===== src/rtl/vga_sync_monitor.sv =====
// Receive-side VGA sync checker: measures line/frame timing against the expected mode
// and reports per-line/per-frame errors, timeouts and mode lock.
module vga_sync_monitor #(
    parameter int unsigned H_TOTAL     = 800,
    parameter int unsigned H_SYNC      = 96,
    parameter int unsigned V_TOTAL     = 525,
    parameter int unsigned V_SYNC      = 2,
    parameter int unsigned SYNC_POL    = 0,
    parameter int unsigned LOCK_FRAMES = 2,
    parameter int unsigned CW          = 12
) (
    input  logic          clk,
    input  logic          rst_n,
    input  logic          hsync,
    input  logic          vsync,
    output logic [CW-1:0] h_total_meas,
    output logic [CW-1:0] h_sync_meas,
    output logic [CW-1:0] v_total_meas,
    output logic [CW-1:0] v_sync_meas,
    output logic          frame_done,
    output logic          frame_good,
    output logic          err,
    output logic          locked
);

    localparam int unsigned GW = (LOCK_FRAMES < 2) ? 1 : $clog2(LOCK_FRAMES + 1);

    localparam logic          POL      = 1'(SYNC_POL);
    localparam logic [CW-1:0] CNT_MAX  = '1;
    localparam logic [CW-1:0] H_TOT_C  = CW'(H_TOTAL);
    localparam logic [CW-1:0] H_SYN_C  = CW'(H_SYNC);
    localparam logic [CW-1:0] V_TOT_C  = CW'(V_TOTAL);
    localparam logic [CW-1:0] V_SYN_C  = CW'(V_SYNC);
    localparam logic [CW-1:0] ONE_C    = CW'(1);
    localparam logic [GW-1:0] LOCK_C   = GW'(LOCK_FRAMES);
    localparam logic [GW-1:0] GONE_C   = GW'(1);

    logic          hs_a, vs_a;
    logic          hs_q, vs_q;
    logic          hs_lead, hs_trail, vs_lead, vs_trail;
    logic [CW-1:0] h_cnt, hp_cnt, v_cnt, vp_cnt;
    logic [CW-1:0] v_cnt_inc;
    logic          h_valid, v_valid, line_bad;
    logic [GW-1:0] good_cnt;
    logic          line_err, frame_eval, frame_ok, timeout;

    // Sync decode, edge detection and per-cycle check conditions
    always_comb begin
        hs_a       = (hsync == POL);
        vs_a       = (vsync == POL);
        hs_lead    = hs_a & ~hs_q;
        hs_trail   = ~hs_a & hs_q;
        vs_lead    = vs_a & ~vs_q;
        vs_trail   = ~vs_a & vs_q;
        // Line count including a lead that coincides with the vsync lead
        v_cnt_inc  = (hs_lead && (v_cnt != CNT_MAX)) ? v_cnt + ONE_C : v_cnt;
        timeout    = !hs_lead && (h_cnt == (CNT_MAX - ONE_C));
        line_err   = hs_lead && h_valid &&
                     ((h_cnt != H_TOT_C) || (h_sync_meas != H_SYN_C));
        frame_eval = vs_lead && v_valid;
        frame_ok   = (v_cnt_inc == V_TOT_C) && (v_sync_meas == V_SYN_C) &&
                     !line_bad && !line_err;
    end

    always_ff @(posedge clk or negedge rst_n) begin
        if (!rst_n) begin
            hs_q <= 1'b0;
            vs_q <= 1'b0;
        end else begin
            hs_q <= hs_a;
            vs_q <= vs_a;
        end
    end

    // Horizontal period and sync-width measurement
    always_ff @(posedge clk or negedge rst_n) begin
        if (!rst_n) begin
            h_cnt        <= '0;
            hp_cnt       <= '0;
            h_total_meas <= '0;
            h_sync_meas  <= '0;
        end else begin
            if (hs_lead) begin
                h_cnt        <= ONE_C;
                h_total_meas <= h_cnt;
            end else if (h_cnt != CNT_MAX) begin
                h_cnt <= h_cnt + ONE_C;
            end

            if (hs_lead) begin
                hp_cnt <= ONE_C;
            end else if (hs_a && (hp_cnt != CNT_MAX)) begin
                hp_cnt <= hp_cnt + ONE_C;
            end

            if (hs_trail) begin
                h_sync_meas <= hp_cnt;
            end
        end
    end

    // Vertical height and sync-width measurement, counted in hsync leads
    always_ff @(posedge clk or negedge rst_n) begin
        if (!rst_n) begin
            v_cnt        <= '0;
            vp_cnt       <= '0;
            v_total_meas <= '0;
            v_sync_meas  <= '0;
        end else begin
            if (vs_lead) begin
                v_total_meas <= v_cnt_inc;
                v_cnt        <= '0;
                vp_cnt       <= CW'(hs_lead);
            end else begin
                v_cnt <= v_cnt_inc;
                if (vs_a && hs_lead && (vp_cnt != CNT_MAX)) begin
                    vp_cnt <= vp_cnt + ONE_C;
                end
            end

            if (vs_trail) begin
                v_sync_meas <= vp_cnt;
            end
        end
    end

    // Validity, frame evaluation, error reporting and lock tracking
    always_ff @(posedge clk or negedge rst_n) begin
        if (!rst_n) begin
            h_valid    <= 1'b0;
            v_valid    <= 1'b0;
            line_bad   <= 1'b0;
            good_cnt   <= '0;
            locked     <= 1'b0;
            frame_done <= 1'b0;
            frame_good <= 1'b0;
            err        <= 1'b0;
        end else begin
            err        <= line_err | (frame_eval & ~frame_ok) | timeout;
            frame_done <= frame_eval;
            if (frame_eval) begin
                frame_good <= frame_ok;
            end

            if (timeout) begin
                h_valid <= 1'b0;
                v_valid <= 1'b0;
            end else begin
                if (hs_lead) h_valid <= 1'b1;
                if (vs_lead) v_valid <= 1'b1;
            end

            if (timeout || frame_eval) begin
                line_bad <= 1'b0;
            end else if (line_err) begin
                line_bad <= 1'b1;
            end

            if (timeout) begin
                good_cnt <= '0;
            end else if (frame_eval) begin
                if (!frame_ok) begin
                    good_cnt <= '0;
                end else if (good_cnt != LOCK_C) begin
                    good_cnt <= good_cnt + GONE_C;
                end
            end

            if (timeout || (frame_eval && !frame_ok)) begin
                locked <= 1'b0;
            end else begin
                locked <= (good_cnt == LOCK_C);
            end
        end
    end

endmodule


===== config.mk =====
export PLATFORM = sky130hd
export DESIGN_NAME = vga_sync_monitor
export DESIGN_NICKNAME = d
export VERILOG_FILES = /design/src/rtl/vga_sync_monitor.sv
export SDC_FILE = /design/constraint.sdc
export NUM_CORES = 1
export LEC_CHECK = 0
export CAP_MARGIN = 40
export CELL_PAD_IN_SITES_DETAIL_PLACEMENT = 1
export CELL_PAD_IN_SITES_GLOBAL_PLACEMENT = 2
export CORE_ASPECT_RATIO = 0.7
export CORE_MARGIN = 4
export CORE_UTILIZATION = 25
export CTS_CLUSTER_SIZE = 16
export DETAILED_ROUTE_END_ITERATION = 10
export PLACE_DENSITY = 0.55
export SLEW_MARGIN = 15
export SYNTH_ARGS = -nofsm -noshare
export SYNTH_HDL_FRONTEND = slang
export SYNTH_SLANG_ARGS = --single-unit

===== constraint.sdc =====
create_clock -name clk -period 7.5 [get_ports clk]
set_input_delay 1.5 -clock clk [delete_from_list [all_inputs] [get_ports clk]]
set_output_delay 1.5 -clock clk [all_outputs]
set_load 0.02 [all_outputs]

==> flow_summary.ini <==
[status]
status = finished clean

[timing]
finalClockSkew_ns = 0.0123
rsz0062_at_grt = false
min_period_ns = 3.97
hold_ws_ns = 0.480
tightest_slew_ns = 0.728
tns_ns = 0
timing.final.crit_share_pct = 52.9
fmax_mhz = 252
slew_headroom_pct = 51.5
slew_viol_final = 0
finalHoldViolations = 0
finalSetupViolCount = 0

[worst_setup_path]
r2r-start = v_cnt[8]
critPathMaxFanout = 24
startpoint_type = primary input
timing.reg2reg.setup_slack_ns = 4.82
crit_start = hsync
worstSetupEndpoint = err
crit_path_end_kind = flop
timing.rr.end = err
ff2ff_path_depth = 7
worstPathArrival_ns = 4.21
required_ns = 7.74
path_class = primary input to flop

[clocking]
cts_tree = built
post_cts_buffers = 0
clock_sinks = 107
worstSkewPairLatency_ns = 0.36
htreeDepth = 3
cts.path.max_buffers = 2
cts_made_buffers = 9
ctsRootBufferMaster = clkbuf_16
hold_buffers = 0
path_clk_slew_ns = 0.08
ctsResizeCount = 0

[place]
placed_cell_area_um2 = 5760
gp_congestion = 0.761
dp.cells = 780
place_hpwl_um = 9210
io_buffers = 55

[cells_and_area]
design_area_um2 = 6090
layout-drive-gt1-share_pct = 10.1
n_fill_cell = 2188
diodes = 0
final_cell_mix = 107 x dfrtp_1, 69 x nand2_1, 54 x clkdlybuf4s50_1, 50 x nor2_1, 28 x o21ai_0
syn_to_final_growth_pct = 23.4
multiInputGateArea_um2 = 2120
final_common_cell = dfrtp_1
final-seq-area_um2 = 2680
final-instance-count-excl-fill = 797
nNetsFinal = 539

[synthesis]
synth_top_area_share_pct = 54.3
synth_top_flop_cell = dfrtp_1
synth_area_leader_cell = dfrtp_1
synth.area.mux_share_pct = 6.72
synth_edf_count = 0
synth_fa_ha_area_share_pct = 1.78
ys_top_cells_by_area = dfrtp_1 54%, mux2_2 5.7%, nand2_1 5.2%, nor2_1 3.9%, xor2_1 3.6%
synthCells = 475
synth-seq-cells = 107
synth_compound_area_share_pct = 9.10
async_flop_share_pct = 100
yosysWarningCount = 0
synth-xor-area-share_pct = 4.62
syn_avg_cell_area_um2 = 10.4
ys_seq_area_share_pct = 54.3
syn_nets = 486
ys_types = 48
synth-simple-area-share_pct = 20.7
synth_area_um2 = 4930
synth_top_family_by_area = simple AND/OR/NAND/NOR gates

[floorplan]
die-area_um2 = 22100
initial_core_util_pct = 25.8
die_w_um = 176
io_pins = 56
die_h_um = 126
core_um2 = 19100
num_rows = 42

[grt]
grt_pass1_wl_um = 22000
grt_max_degree = 55
overflow = 0
antenna_found_initial = 0
grt_pass1_vias = 3902
grtUsageTotal_pct = 12.5

[detailed_routing]
wirelength_um = 13000
wl_per_cell_um = 16.3
drt_iter0_drc = 126
drc = 0
first_pass_iters = 4
ant_nets = 0
vias_per_cell = 4.62
routed-via-count = 3681

[power_and_ir_drop]
finalPower_w = 0.00134
leakage_nw = 2.68
ir_drop_v = 0.0000978
powerDensity_nw_per_um2 = 220

[min_path]
hold_path_class = flop to flop

[job]
cap_viol_max_count = 0
cell type report:
cell class | instances | share of cell area [%]
flip-flops and latches | 107 | 44.0
multi-input cells | 336 | 34.8
repair buffers | 60 | 9.91
well taps | 264 | 5.43
clock buffers | 13 | 4.27
inverters | 14 | 0.863
clock inverters | 3 | 0.719
per-stage QoR:
step	util, %	setup slack (ns)
4_1_cts	31.7	3.47
2_1_floorplan	-	4.05
5_1_grt	31.8	3.27
3_3_place_gp	30.1	3.23
3_5_place_dp	30.1	3.09
6_report	31.8	3.53
per-layer routing:
metal  vias to the layer above  part of all wire (%)  global-route usage [%]  wire [um]
met5                         -                     0                       0          0
met4                         0                   1.2                    3.30        159
met3                        12                   3.5                    3.14        462
met2                        50                    43                    18.3       5590
met1                      1850                    52                    18.4       6810
li1                       1769                     -                       -          -
registers in the layout, indices dropped and copies added (netlist names), 2 cells and up:
| name | count |
|---|---|
| vp_cnt | 12 |
| v_total_meas | 12 |
| v_cnt | 12 |
| good_cnt | 2 |
| v_sync_meas | 12 |
| h_cnt | 12 |
| h_sync_meas | 12 |
| h_total_meas | 12 |
| hp_cnt | 12 |
Yosys cell counts, drive strengths merged (7+ instances only):
cell type and number:
nand2 69, nand3 14, nand4 14, nor2 51, ha 7, or3 10
dfrtp 107, nor3 8, o21ai 32, xor2 20, clkbuf 14, mux2 25
inv 14, and4 7, a21oi 9
worst min path at each step:
stage                                 from               end  slack (ns)  cells after the start
after floorplan                    v_valid           v_valid        0.47                      2
after global placement     h_total_meas[6]   h_total_meas[6]        0.46                      2
after detailed placement  h_total_meas[10]  h_total_meas[10]        0.47                      2
after CTS                 h_total_meas[10]  h_total_meas[10]        0.48                      2
after global routing      h_total_meas[10]  h_total_meas[10]        0.50                      2
final                      h_total_meas[7]   h_total_meas[7]        0.48                      2
logic make-up (layout without fill, tap and decap cells):
| group | count (synthesis) | after routing |
|---|---|---|
| DFF | 107 | 107 |
| adders and majority gates | 7 | 7 |
| muxes | 30 | 30 |
| and+or+nand+nor | 203 | 203 |
| buffers and inverters | 32 | 90 |
| AOI/OAI and AO/OA | 70 | 70 |
| xor gates and xnor gates | 26 | 26 |
critical path: stages:
cell and delay (ns):
clkdlybuf4s50_1 0.55, nor2_2 0.56, buf_4 0.39, o31ai_1 0.22, o31ai_1 0.39, nor4b_4 0.33, o21bai_1 0.11, nand2b_1 0.15
report_power, final:
part | switching (W) | total, W | internal (W)
Clock | 0.000222 | 0.000501 | 0.000279
Combinational | 0.000104 | 0.000184 | 0.0000796
Sequential | 0.0000398 | 0.000655 | 0.000615
No activity file was read; power rests on OpenSTA's default activity.
